### src/rtl/trace_fmt_pkg.sv
// Shared constants and types for the TPIU trace formatter.
package trace_fmt_pkg;

    // Sync units, byte 0 in the low bits so they shift out low nibble first.
    localparam logic [31:0] FULL_SYNC    = 32'h7FFF_FFFF;
    localparam logic [15:0] HALF_SYNC    = 16'h7FFF;
    localparam logic [7:0]  NULL_ID_BYTE = 8'h01;
    localparam logic [6:0]  ID_MAX       = 7'h6F;
    localparam int          FRAME_BYTES  = 16;

    typedef enum logic [1:0] {
        B_EMPTY   = 2'd0,
        B_FILLING = 2'd1,
        B_CLOSED  = 2'd2
    } bld_state_t;

    // Source IDs 0 and 0x70..0x7F are reserved on the trace port.
    function automatic logic id_legal(input logic [6:0] id);
        return (id != 7'd0) && (id <= ID_MAX);
    endfunction

endpackage

### src/rtl/trace_frame_serializer.sv
// Shifts sync packets and 16-byte frames out as 4-bit nibbles and picks the
// next unit on the last nibble of the current one.
module trace_frame_serializer
    import trace_fmt_pkg::*;
#(
    parameter int pSYNC_FRAMES = 16
) (
    input  logic         target_clk,
    input  logic         resetn,
    input  logic [127:0] frame_data,
    input  logic         frame_ready,
    output logic         frame_take,
    output logic [3:0]   trace_data,
    output logic         frame_active
);

    localparam int SCW = $clog2(pSYNC_FRAMES + 1);

    logic [127:0]   shreg;
    logic [4:0]     nib_left;
    logic           started;
    logic [SCW-1:0] sync_cnt;
    logic           unit_end;
    logic           want_full;

    // Nothing is loaded until the first clock after reset, which counts as a
    // unit boundary and always starts with a full sync.
    assign unit_end   = !started || (nib_left == 5'd0);
    assign want_full  = !started || (sync_cnt == SCW'(pSYNC_FRAMES));
    assign frame_take = unit_end && !want_full && frame_ready;
    assign trace_data = shreg[3:0];

    // Unit selection at the boundary, otherwise shift one nibble per cycle.
    always_ff @(posedge target_clk or negedge resetn) begin
        if (!resetn) begin
            shreg        <= '0;
            nib_left     <= '0;
            started      <= 1'b0;
            sync_cnt     <= '0;
            frame_active <= 1'b0;
        end else if (unit_end) begin
            started <= 1'b1;
            if (want_full) begin
                shreg        <= {96'd0, FULL_SYNC};
                nib_left     <= 5'd7;
                sync_cnt     <= '0;
                frame_active <= 1'b0;
            end else if (frame_ready) begin
                shreg        <= frame_data;
                nib_left     <= 5'd31;
                sync_cnt     <= sync_cnt + SCW'(1);
                frame_active <= 1'b1;
            end else begin
                shreg        <= {112'd0, HALF_SYNC};
                nib_left     <= 5'd3;
                frame_active <= 1'b0;
            end
        end else begin
            shreg    <= shreg >> 4;
            nib_left <= nib_left - 5'd1;
        end
    end

endmodule

### src/rtl/trace_tpiu_formatter.sv
// TPIU parallel-trace transmitter: collects source-tagged bytes into a frame
// builder, pads and packs closed frames, and hands them to the serializer.
module trace_tpiu_formatter
    import trace_fmt_pkg::*;
#(
    parameter int pSYNC_FRAMES  = 16,
    parameter int pFLUSH_CYCLES = 64,
    parameter int pFLUSH_CNT_W  = 8
) (
    input  logic       target_clk,
    input  logic       resetn,
    input  logic [7:0] in_data,
    input  logic [6:0] in_id,
    input  logic       in_valid,
    output logic       in_ready,
    input  logic       flush,
    output logic [3:0] trace_data,
    output logic       O_frame_active,
    output logic       O_err_id
);

    bld_state_t              state;
    logic [14:0][7:0]        slots;
    logic [14:0]             is_id;
    logic [3:0]              k;
    logic [6:0]              cur_id;
    logic [pFLUSH_CNT_W-1:0] idle_cnt;
    logic                    live;
    logic                    err_q;

    logic                    legal;
    logic                    mismatch;
    logic                    accept;
    logic                    take_data;
    logic                    idle_done;
    logic                    frame_take;
    logic [FRAME_BYTES-1:0][7:0] frame;
    logic [7:0]              aux;

    assign legal     = id_legal(in_id);
    assign mismatch  = in_valid && legal && (state == B_FILLING) && (in_id != cur_id);
    assign in_ready  = live && (state != B_CLOSED) && !mismatch;
    assign accept    = in_valid && in_ready;
    assign take_data = accept && legal;
    assign idle_done = (state == B_FILLING) && !take_data &&
                       (idle_cnt == pFLUSH_CNT_W'(pFLUSH_CYCLES - 1));
    assign O_err_id  = err_q;

    // Builder: fill slots with raw bytes, close on full/mismatch/flush/idle.
    always_ff @(posedge target_clk or negedge resetn) begin
        if (!resetn) begin
            state    <= B_EMPTY;
            slots    <= '0;
            is_id    <= '0;
            k        <= '0;
            cur_id   <= '0;
            idle_cnt <= '0;
            live     <= 1'b0;
            err_q    <= 1'b0;
        end else begin
            live  <= 1'b1;
            err_q <= accept && !legal;
            case (state)
                B_EMPTY: begin
                    if (take_data) begin
                        slots[0] <= {in_id, 1'b1};
                        slots[1] <= in_data;
                        is_id    <= 15'd1;
                        k        <= 4'd2;
                        cur_id   <= in_id;
                        idle_cnt <= '0;
                        state    <= flush ? B_CLOSED : B_FILLING;
                    end
                end
                B_FILLING: begin
                    if (take_data) begin
                        slots[k] <= in_data;
                        k        <= k + 4'd1;
                        idle_cnt <= '0;
                        if (flush || (k == 4'd14))
                            state <= B_CLOSED;
                    end else if (mismatch || flush || idle_done) begin
                        idle_cnt <= '0;
                        state    <= B_CLOSED;
                    end else begin
                        idle_cnt <= idle_cnt + pFLUSH_CNT_W'(1);
                    end
                end
                B_CLOSED: begin
                    if (frame_take)
                        state <= B_EMPTY;
                end
                default: state <= B_EMPTY;
            endcase
        end
    end

    // Pack the held slots into TPIU layout: even data slots lose bit 0 to the
    // aux byte, then pad from the next free slot. An odd free slot means the
    // last data byte sits in an even slot; it moves up raw and a delayed-effect
    // null ID takes its place.
    always_comb begin
        frame = '0;
        aux   = '0;
        for (int s = 0; s < 15; s++) begin
            if (4'(s) < k) begin
                if (s[0] || is_id[s]) begin
                    frame[s] = slots[s];
                end else begin
                    frame[s]    = {slots[s][7:1], 1'b0};
                    aux[s >> 1] = slots[s][0];
                end
            end
        end
        if (k < 4'd15) begin
            if (!k[0]) begin
                frame[k] = NULL_ID_BYTE;
            end else begin
                frame[k - 4'd1] = NULL_ID_BYTE;
                frame[k]        = slots[k - 4'd1];
                aux[k[3:1]]     = 1'b1;
            end
        end
        frame[15] = aux;
    end

    trace_frame_serializer #(
        .pSYNC_FRAMES(pSYNC_FRAMES)
    ) u_ser (
        .target_clk  (target_clk),
        .resetn      (resetn),
        .frame_data  (frame),
        .frame_ready (state == B_CLOSED),
        .frame_take  (frame_take),
        .trace_data  (trace_data),
        .frame_active(O_frame_active)
    );

endmodule

### config.mk
export PLATFORM = sky130hd
export DESIGN_NAME = trace_tpiu_formatter
export DESIGN_NICKNAME = d
export VERILOG_FILES = /design/src/rtl/trace_fmt_pkg.sv /design/src/rtl/trace_frame_serializer.sv /design/src/rtl/trace_tpiu_formatter.sv
export SDC_FILE = /design/constraint.sdc
export NUM_CORES = 1
export LEC_CHECK = 0
export CAP_MARGIN = 30
export CORE_MARGIN = 1.5
export CORE_UTILIZATION = 37
export DETAILED_ROUTE_END_ITERATION = 7
export SKIP_LAST_GASP = 1
export SYNTH_ARGS = -nofsm -noshare
export SYNTH_HDL_FRONTEND = slang
export SYNTH_HIERARCHICAL = 1
export SYNTH_SLANG_ARGS = --single-unit
export TNS_END_PERCENT = 5
### constraint.sdc
create_clock -name target_clk -period 9.7 [get_ports target_clk]
set_clock_uncertainty 0.05 [all_clocks]
set_input_delay 1.94 -clock target_clk [delete_from_list [all_inputs] [get_ports target_clk]]
set_output_delay 1.94 -clock target_clk [all_outputs]
set_load 0.1 [all_outputs]
==> impl_metrics.py <==
metrics = {
    "run_status": {
        "status": "finished clean",
    },
    "timing": {
        "finalSetupViolations": 0,
        "hold_slack_ns": 0.428,
        "slew_headroom": 0.245,
        "tns_ns": 0,
        "final.setup.worst_slack_ns": 2.75,
        "slew_viol_final": 0,
        "rsz0062_at_grt": "false",
        "min_period_over_period": 0.716,
        "fin_crit_ns": 6.95,
        "worst_pin_slew_ns": 1.10,
        "finalHoldViolCount": 0,
        "fmax_mhz": 144,
    },
    "floorplan": {
        "rows": 74,
        "initial_core_util": 0.378,
        "die_x_um": 208,
        "chipHeight_um": 208,
        "die_area_um2": 43200,
        "io_pins": 26,
        "fp.coreArea_um2": 41100,
    },
    "global_routing": {
        "met2_usage": 0.332,
        "grt_max_degree": 105,
        "overflow": 0,
        "grt-busiest-layer": "met2",
        "grtUsageMet3": 0.0572,
        "met1_usage": 0.318,
        "grt_pass1_vias": 12389,
        "antenna_found_initial": 1,
        "gr-usage-all-layers": 0.227,
        "grt_pass1_wl_mm": 75.7,
    },
    "synth": {
        "ys_async_sr_fraction": 1.00,
        "netlist_top_cells_area": "dfrtp_1, mux2_2, nand2_1, o221ai_1, o21ai_0",
        "synth_cell_types": 68,
        "synth.top_cell.area_share": 0.457,
        "synthMuxAreaShare": 0.142,
        "yosysMostFrequentCell": "dfrtp_1",
        "yosys.area.top_type": "dfrtp_1",
        "synth_common_cells": "dfrtp_1, nand2_1, mux2_2, o21ai_0, nand3_1",
        "synth-seq-cells": 284,
        "synth_cells": 1553,
        "synthSimpleGateAreaFrac": 0.174,
        "synth-compound-area-share": 0.153,
        "synth_xor_area_frac": 0.00837,
        "synth_fa_ha_area_frac": 0.00966,
        "synth_top_family_by_area": "simple AND/OR/NAND/NOR gates",
        "syn_area_um2": 15500,
        "synth_nets": 1584,
        "ys.flop_type": "dfrtp_1",
        "synth_edf_count": 0,
        "ys_seq_area_frac": 0.457,
        "synth_warnings": 6,
        "synth.avg_cell_area_um2": 10.0,
    },
    "cts": {
        "cts_root_buffer": "clkbuf_16",
        "hold_buffers": 0,
        "htreeDepth": 2,
        "clock_sinks": 284,
        "cts.clk_slew.worst_paths_ns": 0.06,
        "cts_buffers": 34,
        "ctsResizeCount": 0,
        "cts_tree": "built",
        "clock_latency_ns": 0.54,
        "ctsLongestPathBuffers": 3,
        "postCtsSetupBuffers": 0,
    },
    "pwr": {
        "combPwrFrac": 0.178,
        "power_leakage_uw": 0.00707,
        "power.internal_uw": 2110,
        "p_seq_frac": 0.431,
        "peakVddDrop_mv": 0.130,
        "p_sw_uw": 944,
        "clock_power_share": 0.391,
        "p_sw_frac": 0.309,
        "power_density_nw_per_um2": 179,
    },
    "worst_setup_path": {
        "cpMostUsedCell": "clkdlybuf4s50_1",
        "crit_cells": 8,
        "slowest_delay_ns": 1.16,
        "crit_required_ns": 7.71,
        "crit_family": "buffers and inverters",
        "cp_num_buf_inv": 3,
        "crit_arrival_ns": 4.96,
        "cp_slowest_cell": "clkdlybuf4s50_1",
        "crit_type": "input pin to primary output",
        "reg2reg_depth": 10,
        "timing.critical_path.to_type": "primary output",
        "cp_cell_sequence": "clkdlybuf4s50_1 > xnor2_1 > nand4_1 > or2_1 > buf_4 > and3_1 > nor2b_1 > clkdlybuf4s50_1",
        "critPathLaunchType": "input pin",
        "worst-path-max-fanout": 19,
    },
    "cells_and_area": {
        "layout.nets": 1544,
        "drive_gt1_frac": 0.181,
        "area_growth_pct": 9.87,
        "post-route-util": 0.415,
        "diodes": 0,
    },
    "min_path": {
        "hp-class": "register to register",
        "hold_depth": 2,
    },
    "route": {
        "wl_per_cell_um": 23.7,
        "drt-pass1-iter-count": 6,
        "vias_per_cell": 6.12,
        "routed_wl_mm": 48.8,
        "vias": 12627,
        "antenna_left": 0,
        "drc": 0,
        "drt-initial-drc-count": 1242,
    },
    "placement": {
        "finalWeightedCongestion": 0.916,
        "place_ws_ns": 2.75,
        "dp_hpwl_mm": 32.2,
        "io_buffers": 25,
    },
    "job": {
        "drv_cap": 0,
    },
}
## registers in the layout (all words and copies together), names as in the netlist
name,flops
state,2
live,1
u_ser/frame_active,1
is_id,1
idle_cnt,8
u_ser/shreg,128
O_err_id,1
u_ser/sync_cnt,5
k,4
u_ser/nib_left,5
slots,120
u_ser/started,1
cur_id,7
## per-layer routing
metal	wire length, um	share of wire
met5	0	0
met4	1880	0.038
met3	4410	0.090
met2	21200	0.43
met1	21300	0.44
## worst min-delay path: cells and delay by family (launching register included)
kind             cells  cell delay, ns
AND/OR/NAND/NOR      1            0.06
AO/OA/AOI/OAI        1            0.06
flip-flops           1            0.32
## kinds of logic (layout without fill, tap and decap cells)
| kind of cell | Yosys count | in the layout |
|---|---|---|
| AOI/OAI and AO/OA | 355 | 355 |
| xor gates and xnor gates | 14 | 14 |
| adders and majority gates | 12 | 12 |
| buffers and inverters | 167 | 146 |
| DFF | 284 | 284 |
| muxes | 172 | 172 |
| other | 2 | 2 |
| and+or+nand+nor | 547 | 547 |
## cell usage in the layout (no fill, tap or decap), types with 4 or more instances in the layout
master and count:
nand2b_1 11, clkbuf_16 35, xnor2_1 10, ha_1 12, o21ai_0 122, o221ai_1 101
a22o_1 4, and2_1 8, mux2i_1 15, nor3_1 36, mux2i_2 7, and3_1 12
nor3_2 5, nor2b_1 8, inv_1 28, nand2_1 258, o2bb2ai_1 8, nor3b_1 16
a211o_1 7, mux2_4 5, nor3_4 7, clkinv_2 6, nand3b_1 4, a21oi_1 52
nand3_1 117, nor2_1 27, mux2_2 122, clkbuf_1 7, buf_4 35, nand4_1 16
clkdlybuf4s50_1 24, or3_1 6, clkbuf_8 5, a31oi_1 24, o31ai_1 5, mux4_2 23
dfrtp_1 282
## final timing paths
| path | end | start | slack, ns |
|---|---|---|---|
| max | in_ready | in_id[4] | 2.75 |
| min | u_ser/shreg[78] | u_ser/shreg[82] | 0.43 |
| max reg2reg | u_ser/shreg[79] | k[0] | 5.33 |
| min reg2reg | u_ser/shreg[78] | u_ser/shreg[82] | 0.43 |
| max in group asynchronous | u_ser/started | resetn | 6.66 |
| min in group asynchronous | slots[70] | resetn | 1.42 |
## stage by stage
| stage | std cells | total power (uW) | cell area (um2) |
|---|---|---|---|
| 6_report | 2064 | 3050 | 17100 |
| 5_1_grt | 2064 | 3160 | 17100 |
| 4_1_cts | 2063 | 3060 | 17100 |
| 3_5_place_dp | 2008 | 1860 | 16000 |
| 3_3_place_gp | 2007 | 1850 | 16000 |
| 2_1_floorplan | 1553 | 1630 | 15500 |
## layout make-up
class / count / area, um2
inverter: 29 / 109
multi-input combinational: 1102 / 7630
fill: 4052 / 24000
timing repair buffer: 62 / 534
clock inverter: 8 / 47.5
sequential: 284 / 7110
tap: 532 / 666
clock buffer: 47 / 971
## power groups by stage
stage / Combinational [uW] / Clock [uW] / Sequential, uW
finish: 544 / 1190 / 1310
global route: 575 / 1260 / 1320
CTS: 528 / 1220 / 1310
detailed placement: 527 / 0 / 1330
global placement: 524 / 0 / 1330
floorplan: 331 / 0 / 1300
(Power assumes the default switching activity.)
